File: config.mk
export PLATFORM = sky130hd
export DESIGN_NAME = bus_drive_arbiter
export DESIGN_NICKNAME = d
export VERILOG_FILES = /design/src/rtl/bus_drive_arbiter.sv
export SDC_FILE = /design/constraint.sdc
export NUM_CORES = 1
export LEC_CHECK = 0
export BUFFER_PORTS_ARGS = -buffer_cell sky130_fd_sc_hd__buf_4
export CELL_PAD_IN_SITES_DETAIL_PLACEMENT = 1
export CELL_PAD_IN_SITES_GLOBAL_PLACEMENT = 2
export CORE_MARGIN = 2
export CORE_UTILIZATION = 39
export CTS_CLUSTER_DIAMETER = 120
export CTS_CLUSTER_SIZE = 28
export DETAILED_ROUTE_END_ITERATION = 10
export PLACE_DENSITY_LB_ADDON = 0.1
export SYNTH_ARGS = -nofsm -noshare
export SYNTH_HDL_FRONTEND = slang
export SYNTH_SLANG_ARGS = --single-unit
File: constraint.sdc
create_clock -name clk -period 7.2 [get_ports clk]
set_clock_uncertainty 0.2 [all_clocks]
set_input_delay 1.08 -clock clk [delete_from_list [all_inputs] [get_ports clk]]
set_output_delay 1.08 -clock clk [all_outputs]
set_load 0.01 [all_outputs]
File: src/rtl/bus_drive_arbiter.sv
`default_nettype none
// ============================================================================
// Module   : bus_drive_arbiter
// Brief    : Round-robin arbiter granting the shared datapath bus to exactly
//            one requesting source. One dead (gap) cycle is always inserted
//            between owners so two sources never drive the bus together.
//            The one-hot grant feeds the downstream 32-to-5 select encoder;
//            grant_idx carries the same selection in binary.
// Config   : BUS_ARB_FIXED_PRIO_EN - when defined, the lowest requesting
//            index always wins (no rotating pointer). Burst preemption still
//            applies and hands the bus to the lowest *other* requester.
// Revision : 1.0 - initial release
// ============================================================================
module bus_drive_arbiter #(
  parameter int N_SRC     = 32,
  parameter int MAX_BURST = 8
) (
  input  logic             clk,
  input  logic             clr_n,
  input  logic [N_SRC-1:0] req,
  input  logic             lock,
  output logic [N_SRC-1:0] grant,
  output logic [4:0]       grant_idx,
  output logic             grant_vld
);

  typedef enum logic [1:0] {
    ST_IDLE = 2'd0,
    ST_OWN  = 2'd1,
    ST_GAP  = 2'd2
  } state_t;

  localparam logic [N_SRC-1:0] c_ONE     = {{(N_SRC-1){1'b0}}, 1'b1};
  localparam logic [7:0]       c_CNT_MAX = 8'hFF;
  localparam logic [4:0]       c_LAST    = 5'(N_SRC - 1);

  state_t           r_state;
  logic [N_SRC-1:0] r_grant;
  logic [4:0]       r_grant_idx;
  logic             r_grant_vld;
  logic [7:0]       r_burst_cnt;

  logic [N_SRC-1:0] w_cand;
  logic             w_pick_vld;
  logic [4:0]       w_pick_idx;
  logic             w_own_req;
  logic             w_others;
  logic             w_force;
  logic [4:0]       w_next_ptr;

`ifdef BUS_ARB_FIXED_PRIO_EN
  // Previous owner after a forced release; excluded from the following
  // arbitration so preemption actually passes the bus to someone else.
  logic [N_SRC-1:0] r_excl;

  // Candidates: every request except a just-preempted owner
  always_comb begin
    w_cand = req & ~r_excl;
  end

  // Fixed priority: lowest candidate index wins
  always_comb begin
    w_pick_vld = 1'b0;
    w_pick_idx = '0;
    for (int i = N_SRC - 1; i >= 0; i--) begin
      if (w_cand[i]) begin
        w_pick_vld = 1'b1;
        w_pick_idx = 5'(i);
      end
    end
  end
`else
  logic [4:0]         r_ptr;
  logic [2*N_SRC-1:0] w_rot;
  logic [4:0]         w_off;
  logic [5:0]         w_sum;

  // Candidates: all requests (no latching of dropped requests)
  always_comb begin
    w_cand = req;
  end

  // Round robin: rotate so ptr sits at bit 0, find first set bit, map back
  always_comb begin
    w_rot      = {w_cand, w_cand} >> r_ptr;
    w_pick_vld = 1'b0;
    w_off      = '0;
    for (int i = 0; i < N_SRC; i++) begin
      if (!w_pick_vld && w_rot[i]) begin
        w_pick_vld = 1'b1;
        w_off      = 5'(i);
      end
    end
    w_sum      = {1'b0, r_ptr} + {1'b0, w_off};
    w_pick_idx = (w_sum >= 6'(N_SRC)) ? 5'(w_sum - 6'(N_SRC)) : w_sum[4:0];
  end
`endif

  // Owner status: still requesting, competing requests, and burst preemption
  always_comb begin
    w_own_req  = |(req & r_grant);
    w_others   = |(req & ~r_grant);
    w_force    = !lock && (MAX_BURST != 0) &&
                 (int'(r_burst_cnt) >= MAX_BURST) && w_others;
    w_next_ptr = (r_grant_idx == c_LAST) ? 5'd0 : r_grant_idx + 5'd1;
  end

  // Arbiter FSM with registered grant outputs
  always_ff @(posedge clk or negedge clr_n) begin
    if (!clr_n) begin
      r_state     <= ST_IDLE;
      r_grant     <= '0;
      r_grant_idx <= '0;
      r_grant_vld <= 1'b0;
      r_burst_cnt <= '0;
`ifdef BUS_ARB_FIXED_PRIO_EN
      r_excl      <= '0;
`else
      r_ptr       <= '0;
`endif
    end else begin
      case (r_state)
        ST_IDLE, ST_GAP: begin
          if (w_pick_vld) begin
            r_grant     <= c_ONE << w_pick_idx;
            r_grant_idx <= w_pick_idx;
            r_grant_vld <= 1'b1;
            r_burst_cnt <= 8'd1;
            r_state     <= ST_OWN;
          end else begin
            r_state     <= ST_IDLE;
          end
`ifdef BUS_ARB_FIXED_PRIO_EN
          r_excl <= '0;
`endif
        end
        ST_OWN: begin
          if (!w_own_req || w_force) begin
            r_grant     <= '0;
            r_grant_vld <= 1'b0;
            r_state     <= ST_GAP;
`ifdef BUS_ARB_FIXED_PRIO_EN
            r_excl      <= w_own_req ? r_grant : '0;
`else
            r_ptr       <= w_next_ptr;
`endif
          end else if (r_burst_cnt != c_CNT_MAX) begin
            r_burst_cnt <= r_burst_cnt + 8'd1;
          end
        end
        default: begin
          r_state     <= ST_IDLE;
          r_grant     <= '0;
          r_grant_vld <= 1'b0;
        end
      endcase
    end
  end

  assign grant     = r_grant;
  assign grant_idx = r_grant_idx;
  assign grant_vld = r_grant_vld;

endmodule
`default_nettype wire

### Word level (Yosys, flattened, before mapping)

Cells that the tools add are included.

* order comparisons: 2
* shifts and indexed selects: 2
* bitwise gates (word level): 3
* reductions and logical operators: 76
* add/subtract/negate cells: 4
* mux-type cells: 78
* eq/ne operators: 8

Operator list (number)
* 5-bit two-way mux: 32
* 32-bit AND: 2
* 32-bit two-way mux: 2
* 32-bit one-hot mux with 2 select lines: 1
* 32-bit OR reduction: 2
* 64-bit by 5-bit right shift with 32-bit output: 1
* 1-bit two-way mux: 36
* 1-bit logical AND: 33
* 1-bit zero test: 33
* 32-bit NOT: 1
* 1-bit by 5-bit left shift with 32-bit output, first input constant: 1
* 8-bit two-way mux: 3
* 8-bit one-hot mux with 2 select lines: 1
* 8-bit by 1-bit adder with 8-bit output, second input constant: 1
* 8-bit by 4-bit >= comparator with 1-bit output, second input constant: 1
* 2-bit != test, second input constant: 4
* 8-bit != test, second input constant: 1
* 5-bit by 5-bit adder with 6-bit output: 1
* 6-bit >= comparator, second input constant: 1
* 2-bit AND reduction: 3
* 5-bit by 1-bit adder with 5-bit output, second input constant: 1
* 5-bit == test, second input constant: 1
* 5-bit by 1-bit subtractor with 5-bit output, second input constant: 1
* 2-bit one-hot mux with 2 select lines: 1
* 9 further kinds: 9

* word-level logic and storage cells: 179
* input port bits: 35
* flip-flop bits (word level): 53

### Longest topological paths before layout

Gate-level depths: netlist (run 1).

* depth in word-level cells: 101
* mapped depth: 21
* mapped depth without buffers: 17

### Worst setup path after synthesis (run 1)

Ideal clock, no wire load.

* path kind: input to register
* start: in req[23]
* end: reg r_grant[30] (netlist: grant[30])
* setup slack: 1.443 ns
* stages: 18
* arrival: 5.446 ns
* buffers on the path: 1
* library setup time: 0.110 ns
* cell sequence: mux4_2 -> mux4_2 -> mux2i_1 -> nand4_1 -> or4b_4 -> nor3_2 -> a32oi_1 -> nand4b_1 -> ha_1 -> inv_1 -> fa_1 -> inv_1 -> a21o_1 -> a21oi_1 -> xnor2_1 -> xor2_2 -> buf_2 -> o41ai_1

* longest elaborated chain between the ends: 101
* elaborated cells on any way between the ends: 143

Ends and longest elaborated chain
* start, declared: line 20 `input logic [N_SRC-1:0] req,`
* 64-bit by 5-bit right shift with 32-bit output: line 85 `w_rot = {w_cand, w_cand} >> r_ptr;`
* 1-bit two-way mux: line 89 `if (!w_pick_vld && w_rot[i]) begin`
* 1-bit zero test: line 89
* 1-bit logical AND: line 89
* 1-bit two-way mux: line 89
* 1-bit zero test: line 89
* 1-bit logical AND: line 89
* 1-bit two-way mux: line 89
* (+85 left out)
* 1-bit logical AND: line 89
* 5-bit two-way mux: line 89
* 5-bit by 5-bit adder with 6-bit output: line 94 `w_sum = {1'b0, r_ptr} + {1'b0, w_off};`
* 5-bit by 1-bit subtractor with 5-bit output / 6-bit >= comparator (equally long branches): line 95 `w_pick_idx = (w_sum >= 6'(N_SRC)) ? 5'(w_sum - 6'(N_SRC)) : w_sum[4:0];`
* 5-bit two-way mux: line 95
* 1-bit by 5-bit left shift with 32-bit output: line 125 `r_grant <= c_ONE << w_pick_idx;`
* 32-bit two-way mux: line 124 `if (w_pick_vld) begin`
* 32-bit one-hot mux with 2 select lines: line 122 `case (r_state)`
* end signal, assigned: line 125
* end, declared: line 38 `logic [N_SRC-1:0] r_grant;`

Several ways; a longest one is shown, not always the timed one. The select of a mux whose other input is x is not followed.
A chain may end at the register's enable or synchronous reset.

### Final worst setup path (run 1)

* start: in req[20]
* end: reg r_grant[19] (netlist: grant[19])

The elaborated chain is that of the path after synthesis.

==> results of run 1 <==
## layout make-up
type | count | share of cell area
multi-input cells | 402 | 0.6220
inverters | 19 | 0.01103
well taps | 180 | 0.03484
clock inverters | 3 | 0.003291
flip-flops and latches | 53 | 0.2054
repair buffers | 88 | 0.1041
clock buffers | 5 | 0.01936
## layer usage
metal  vias up  GRT usage  share of wire
li1       2167          -              -
met1      2622     0.3733           0.42
met2       183     0.4749           0.50
met3        40    0.03388          0.047
met4         0    0.08878          0.029
met5         -          0              0
## kinds of logic after synthesis
logic type               synth area share
AND/OR/NAND/NOR                    0.1453
XOR/XNOR                          0.02623
multiplexers                       0.3750
AO/OA/AOI/OAI                      0.1500
flip-flops                         0.2376
adder cells (fa/ha/maj)           0.02376
buffers and inverters             0.04214
## cell usage in the layout (no fill, tap or decap), drive strengths merged, types with 8 or more instances in the layout
cell type	count
xnor2	10
nand2b	28
o41ai	17
o21ai	12
mux4	66
dfrtp	53
nor2	20
mux2	15
nand4	12
nand3	11
mux2i	43
a32o	17
inv	20
buf	88
nor3	8
a22oi	12
ha	9
o2111ai	9
nand2	49
## worst min path at each step
stage                end  cells past startpoint
6_report       grant_vld                      1
5_1_grt        grant_vld                      1
4_1_cts        grant_vld                      1
3_5_place_dp   grant_vld                      1
3_3_place_gp   grant_vld                      1
2_1_floorplan  grant_vld                      1
## state kept, by name, summed over array words and instances (netlist names)
register / count
grant: 32
grant_idx: 5
grant_vld: 1
r_burst_cnt: 8
r_ptr: 5
r_state: 2
## worst max-delay path: stages
cell	delay, ns
buf_4	0.16
mux4_2	0.53
mux4_2	0.53
mux2i_1	0.35
nand4_1	0.28
or4b_4	0.60
nor3_2	0.37
a32oi_1	0.16
nand4b_1	0.14
ha_1	0.17
inv_1	0.05
fa_1	0.42
inv_1	0.08
a21o_1	0.10
a21oi_1	0.07
xnor2_1	0.21
xnor2_2	0.77
a32o_1	0.29
## stage by stage
step                power (mW)  worst slack (ns)    util  hold WS [ns]
finish                   3.580            0.8350  0.4639        0.2952
global route             3.825            0.4289  0.4639        0.3397
CTS                      3.583            0.8077  0.4639        0.2937
detailed placement       3.325            0.5050  0.4534        0.2743
global placement         3.275            0.6210  0.4534        0.2684
floorplan                2.467             1.443       -        0.3183
## where the power goes
part	switching [mW]	leakage (nW)	internal, mW
logic	1.63	1.94	1.19
registers	0.134	0.710	0.388
clock network	0.114	0.0702	0.130
==> impl_metrics.yaml, run 1 <==
finish:
  instances_no_fill: 750
  fill_cells: 1509
  seqCellArea_um2: 1328
  drive_gt1_frac: 0.3281
  final_area_um2: 6464
  antenna_cells: 0
  multi_input_area_um2: 4020
  layout.nets: 614
  area_growth_syn_to_layout_pct: 15.80
clocking:
  cts_setup_buffers: 0
  clock_path_buffers: 2
  root_buffer: "clkbuf_16"
  cts_buffers: 5
  cts_tree: "done"
  post_cts_resized: 0
  clk_pin_slew_worst_paths_ns: 0.07
  cts_sinks: 53
  htree_levels: 2
  cts_hold_buf: 0
  clkLatencyLatePin_ns: 0.30
yosys:
  synthTopCellsByCount: "mux4_2 (66), dfrtp_1 (53), nand2_1 (49)"
  synth_edf_count: 0
  synth_area_per_cell_um2: 11.05
  yosysWarningCount: 0
  synth_nets: 550
  async_flop_share: 1.000
  synth_area_leaders: "mux4_2 (27%), dfrtp_1 (24%), mux2i_1 (7.7%)"
  synth_seq_area_share: 0.2376
  synthFlopType: "dfrtp_1"
  ys_types: 64
  yosysTopAreaCell: "mux4_2"
  yosysTopAreaCellShare: 0.2663
  yosysMostFrequentCell: "mux4_2"
  syn_inst: 505
  synth.cell_area_um2: 5582
  ys_ff_latch: 53
worst_setup_path:
  crit_path_start_kind: "primary input"
  reg2reg_to: "grant[19]"
  rrSetupSlack_ns: 0.87
  r2r_start: "r_ptr[0]"
  crit_type: "primary input to flop"
  cp-endpoint: "grant[19]"
  startpoint: "req[20]"
  end_kind: "flop"
  r2r_cells: 18
  arrival_ns: 6.39
  path_max_fanout: 17
  cp_data_required_time_ns: 7.23
timing:
  tightestPinTransition_ns: 1.005
  setup_viol: 0
  rsz0062_at_grt: "false"
  finalMaxSlewViolations: 0
  period_minus_slack_ns: 6.365
  maxSlewHeadroom: 0.3293
  fmax_mhz: 157.1
  hold_viol_final: 0
  tns_ns: 0
  period_share: 0.8840
routing:
  viasPerCell: 6.683
  drtAntennaViolNets: 0
  drt-initial-drc-count: 316
  wirelength_mm: 20.30
  drc: 0
  firstDrtPassIters: 4
  wl_per_cell_um: 27.07
  vias: 5012
die:
  ios: 73
  die_h_um: 123.6
  dieWidth_um: 123.6
  dieArea_um2: 15280
  core_um2: 13930
  fp-row-count: 43
  start_util: 0.4006
grt:
  overflow: 0
  grt_pass1_wl_mm: 31.56
  track_usage: 0.2795
  grt_max_degree: 54
  antenna_found_initial: 0
  grt_pass1_vias: 5214
job:
  cap_violations: 0
placement:
  placed_area_um2: 6317
  dp.cells: 742
  gp_congestion: 0.9246
  portBuffers: 72
  hpwl_mm: 15.85
power_and_ir_drop:
  p_per_area_nw_per_um2: 553.8
  ir_drop_v: 0.0001925
  p_leak_nw: 2.716
min_path:
  worstHoldStart: "grant_vld"
  hold_path.class: "flop to flop"
outcome:
  status: "finished clean"
No activity file was read; power rests on OpenSTA's default activity.
==> inputs of run 2 (changes only) <==
--- a/config.mk
+++ b/config.mk
@@ -13,7 +13,7 @@
 export CTS_CLUSTER_DIAMETER = 120
 export CTS_CLUSTER_SIZE = 28
 export DETAILED_ROUTE_END_ITERATION = 10
-export PLACE_DENSITY_LB_ADDON = 0.1
+export PLACE_DENSITY = 0.83
 export SYNTH_ARGS = -nofsm -noshare
 export SYNTH_HDL_FRONTEND = slang
 export SYNTH_SLANG_ARGS = --single-unit
==> impl_metrics.yaml, run 2 (synthesized netlist as in run 1, its figures left out) <==
clocking:
  cts_tree: "done"
  post_cts_resized: 0
  htree_levels: 2
  cts_buffers: 5
  clk_pin_slew_worst_paths_ns: 0.07
  clock_path_buffers: 2
  cts_hold_buf: 0
  cts_setup_buffers: 0
  root_buffer: "clkbuf_16"
  cts_sinks: 53
  clkLatencyLatePin_ns: 0.30
die:
  core_um2: 13930
  ios: 73
  start_util: 0.4006
  dieArea_um2: 15280
  dieWidth_um: 123.6
  die_h_um: 123.6
  fp-row-count: 43
routing:
  firstDrtPassIters: 5
  viasPerCell: 6.787
  drtAntennaViolNets: 0
  vias: 5077
  wl_per_cell_um: 27.43
  drt-initial-drc-count: 448
  wirelength_mm: 20.52
  drc: 0
finish:
  layout.nets: 612
  mostFrequentLayoutCells: "buf_4 (84), mux4_2 (66), dfrtp_1 (52), nand2_1 (49), mux2i_1 (43)"
  area_growth_syn_to_layout_pct: 15.71
  fill_cells: 1540
  antenna_cells: 0
  final_area_um2: 6459
  layout_commonest_cell: "buf_4"
  final_util: 0.4635
  drive_gt1_frac: 0.3239
  largest_reg_flops: 32
timing:
  fmax_mhz: 156.0
  maxSlewHeadroom: 0.3664
  setup_viol: 0
  finalMaxSlewViolations: 0
  rsz0062_at_grt: "false"
  hold_viol_final: 0
  tightestPinTransition_ns: 0.9469
  tns_ns: 0
  period_minus_slack_ns: 6.410
  period_share: 0.8903
  hold_slack_ns: 0.3122
placement:
  gp_congestion: 0.9485
  portBuffers: 72
  hpwl_mm: 15.68
  placed_area_um2: 6315
power_and_ir_drop:
  p_per_area_nw_per_um2: 563.7
  ir_drop_v: 0.0001795
  total_power_mw: 3.641
  p_leak_nw: 2.704
worst_setup_path:
  end_kind: "flop"
  crit_path_start_kind: "primary input"
  cpMaxStageDelayCell: "xor2_2"
  r2r_start: "r_ptr[3]"
  reg2reg_to: "grant[3]"
  rrSetupSlack_ns: 0.90
  cp.buffers_inverters: 3
  cp_data_required_time_ns: 7.23
  path_delay_family: "multiplexers"
  r2r_cells: 18
  path_max_fanout: 16
  crit_type: "primary input to flop"
  arrival_ns: 6.44
  cpPeakStageDelay_ns: 0.64
  path_cells: "buf_4 > mux4_2 > mux2i_1 > nand2_1 > mux4_2 > or3_1 > nor3_2 > a32oi_1 > nand4b_1 > ha_1 > inv_1 > fa_1 > inv_1 > a21o_1 > a21oi_1 > xnor2_1 > xor2_2 > a32o_1"
grt:
  grt_use_met3: 0.02839
  grtUsageMet2: 0.4712
  grt_pass1_wl_mm: 32.60
  met1_usage: 0.3933
  grt_max_degree: 54
  grt.busiest_layer: "met2"
  antenna_found_initial: 0
  track_usage: 0.2841
  overflow: 0
  grt_pass1_vias: 5458
min_path:
  min_to: "grant_vld"
  worstHoldStart: "grant_vld"
  holdPathStages: 1
  hold_path.class: "flop to flop"
outcome:
  status: "finished clean"
job:
  cap_violations: 0
## run 2: metal layers
metal / part of all wire / vias to the layer above
li1: - / 2159
met1: 0.42 / 2651
met2: 0.49 / 224
met3: 0.054 / 43
met4: 0.027 / 0
met5: 0 / -
## run 2: cell type report
type | count | area, um2 | area share
clock inverters | 2 | 15.01 | 0.002325
repair buffers | 86 | 670.6 | 0.1038
well taps | 180 | 225.2 | 0.03487
flip-flops and latches | 53 | 1328 | 0.2055
multi-input cells | 402 | 4020 | 0.6224
clock buffers | 6 | 128.9 | 0.01995
inverters | 19 | 71.32 | 0.01104
## run 2: worst max path at each step
stage                 start  slack (ns)   endpoint  cells past startpoint
finish               req[9]        0.79   grant[3]                     18
global placement    req[27]        0.68   grant[1]                     18
floorplan           req[23]        1.44  grant[30]                     18
CTS                 req[11]        0.87   grant[3]                     18
detailed placement  req[11]        0.57   grant[3]                     18
global route         req[9]        0.45  grant[12]                     18
## run 2: worst reg2reg max path, cell delays in order (launching register included)
cell      delay, ns
dfrtp_1        0.72
buf_12         0.25
mux4_2         0.39
mux2i_1        0.45
nand2_1        0.10
mux4_2         0.60
or3_1          0.53
nor3_2         0.41
a32oi_1        0.16
nand4b_1       0.18
ha_1           0.20
inv_1          0.06
fa_1           0.42
inv_1          0.08
a21o_1         0.10
a21oi_1        0.07
xnor2_1        0.38
xor2_2         0.64
a32o_1         0.28
## run 2: through the flow
stage          cells  setup WS [ns]
2_1_floorplan    505          1.443
3_3_place_gp     740         0.6824
3_5_place_dp     740         0.5717
4_1_cts          748         0.8714
5_1_grt          748         0.4458
6_report         748         0.7896
## run 2: report_power, final
group / internal (mW) / switching (mW) / leakage (nW)
combinational: 1.19 / 1.69 / 1.93
sequential: 0.388 / 0.134 / 0.710
clock: 0.129 / 0.113 / 0.0631
total: 1.71 / 1.93 / 2.70
==> inputs of run 3 (changes only) <==
--- a/config.mk
+++ b/config.mk
@@ -5,11 +5,12 @@
 export SDC_FILE = /design/constraint.sdc
 export NUM_CORES = 1
 export LEC_CHECK = 0
+export ABC_AREA = 1
 export BUFFER_PORTS_ARGS = -buffer_cell sky130_fd_sc_hd__buf_4
 export CELL_PAD_IN_SITES_DETAIL_PLACEMENT = 1
 export CELL_PAD_IN_SITES_GLOBAL_PLACEMENT = 2
 export CORE_MARGIN = 2
-export CORE_UTILIZATION = 39
+export CORE_UTILIZATION = 31
 export CTS_CLUSTER_DIAMETER = 120
 export CTS_CLUSTER_SIZE = 28
 export DETAILED_ROUTE_END_ITERATION = 10
==> impl_metrics.yaml, run 3 <==
outcome:
  status: "finished clean"
min_path:
  holdPathStages: 2
  hold_path.class: "flop to flop"
  worstHoldStart: "grant_vld"
  min_to: "grant_vld"
clocking:
  cts_setup_buffers: 0
  post_cts_resized: 0
  cts_tree: "done"
  clk_pin_slew_worst_paths_ns: 0.07
  cts_hold_buf: 0
  cts_buffers: 5
  cts_sinks: 53
  clkLatencyLatePin_ns: 0.30
  htree_levels: 2
  clock_path_buffers: 2
  root_buffer: "clkbuf_16"
routing:
  drt-initial-drc-count: 465
  firstDrtPassIters: 5
  drtAntennaViolNets: 0
  vias: 6670
  wirelength_mm: 23.50
  wl_per_cell_um: 19.15
  drc: 0
  viasPerCell: 5.436
finish:
  drive_gt1_frac: 0.1172
  area_growth_syn_to_layout_pct: 13.77
  layout_commonest_cell: "nand2_1"
  layout.nets: 1042
  antenna_cells: 0
  largest_reg_flops: 32
  mostFrequentLayoutCells: "nand2_1 (292), nand3_1 (221), inv_1 (100), buf_4 (83), dfrtp_1 (53)"
  instances_no_fill: 1227
worst_setup_path:
  cpPeakStageDelay_ns: 0.43
  end_kind: "flop"
  r2r_start: "r_ptr[1]"
  arrival_ns: 6.14
  rrSetupSlack_ns: 1.14
  cp_data_required_time_ns: 7.24
  crit_path_start_kind: "primary input"
  cp.buffers_inverters: 5
  crit_top_cell: "nand2_1"
  path_delay_family: "simple AND/OR/NAND/NOR gates"
  reg2reg_to: "grant[19]"
  r2r_cells: 36
  crit_type: "primary input to flop"
  path_max_fanout: 26
  cpMaxStageDelayCell: "fa_1"
grt:
  antenna_found_initial: 0
  grt_pass1_vias: 6747
  overflow: 0
  grt_pass1_wl_mm: 37.39
  grt_max_degree: 54
  track_usage: 0.2398
die:
  start_util: 0.3172
  dieArea_um2: 19540
  fp-row-count: 49
  core_um2: 18020
  dieWidth_um: 139.8
  ios: 73
  die_h_um: 139.8
power_and_ir_drop:
  total_power_mw: 3.196
  p_leak_nw: 3.279
  ir_drop_v: 0.0002358
  p_per_area_nw_per_um2: 491.4
yosys:
  yosysMostFrequentCell: "nand2_1"
  synth_nets: 999
  async_flop_share: 1.000
  yosysWarningCount: 0
  synth.cell_area_um2: 5717
  synth_area_leaders: "dfrtp_1 (23%), nand3_1 (19%), nand2_1 (19%)"
  synth_edf_count: 0
  synth_seq_area_share: 0.2320
  synthFlopType: "dfrtp_1"
  synth_area_per_cell_um2: 5.992
  synthTopCellsByCount: "nand2_1 (292), nand3_1 (221), inv_1 (100)"
  syn_inst: 954
  yosysTopAreaCell: "dfrtp_1"
  yosysTopAreaCellShare: 0.2320
  ys_types: 46
  ys_ff_latch: 53
placement:
  dp.cells: 1219
  portBuffers: 72
  hpwl_mm: 18.73
  gp_congestion: 0.8886
timing:
  rsz0062_at_grt: "false"
  finalMaxSlewViolations: 0
  tns_ns: 0
  maxSlewHeadroom: 0.3855
  fmax_mhz: 164.0
  hold_slack_ns: 0.2937
  tightestPinTransition_ns: 0.9207
  setup_viol: 0
  period_share: 0.8467
  period_minus_slack_ns: 6.096
  hold_viol_final: 0
job:
  cap_violations: 0
## run 3: cell types whose count changed in the layout (fill, tap and decap cells not counted), sizes merged, moves of 36 or more
cell	change
mux4	-66
nand3	+210
nor2	+36
mux2i	-43
nand2	+249
inv	+85
## run 3: per-layer routing
layer	vias up	global-route usage	share of wire
met3	21	0.01032	0.026
met5	-	0	0
met4	0	0.04684	0.017
met2	131	0.3961	0.46
li1	3292	-	-
met1	3226	0.3502	0.50
## run 3: metrics by stage
stage	util	area [um2]	setup WS [ns]
detailed placement	0.3524	6351	0.7627
global placement	0.3524	6351	0.7531
finish	0.3608	6504	1.104
floorplan	-	5717	1.861
global route	0.3608	6504	0.4991
CTS	0.3608	6504	1.047
## run 3: worst max-delay path by stage
stage                     depth (start not counted)     start         to
final                                            37   req[10]  grant[19]
after global routing                             35  r_ptr[1]  grant[18]
after CTS                                        36  r_ptr[1]  grant[19]
after detailed placement                         37   req[10]  grant[19]
after global placement                           37   req[10]  grant[19]
after floorplan                                  36   req[14]  grant[23]
## run 3: cells by family (layout without fill, tap and decap cells)
kind of cell / after synthesis / after routing / share of synthesized area
buf+inv: 154 / 198 / 0.1184
flops: 53 / 53 / 0.2320
fa+ha+maj: 10 / 10 / 0.02320
compound gates: 102 / 102 / 0.1173
xor+xnor: 8 / 8 / 0.01226
simple gates: 627 / 627 / 0.4968
## run 3: layout make-up
class | count | area [um2]
repair buffers | 83 | 623.1
fillers | 2437 | 11520
multi-input cells | 747 | 3714
inverters | 107 | 401.6
clock buffers | 6 | 138.9
well taps | 229 | 286.5
clock inverters | 2 | 13.76
flip-flops and latches | 53 | 1326
## run 3: power breakdown
group	switching [mW]	total (mW)	internal (mW)
clock	0.112	0.250	0.139
sequential	0.0747	0.439	0.364
combinational	1.79	2.51	0.722
total	1.97	3.20	1.22
## run 3: worst min-delay path: cells and delay by family (launching register included)
family           cells  cell delay [ns]
DFF                  1             0.36
and+or+nand+nor      2             0.11
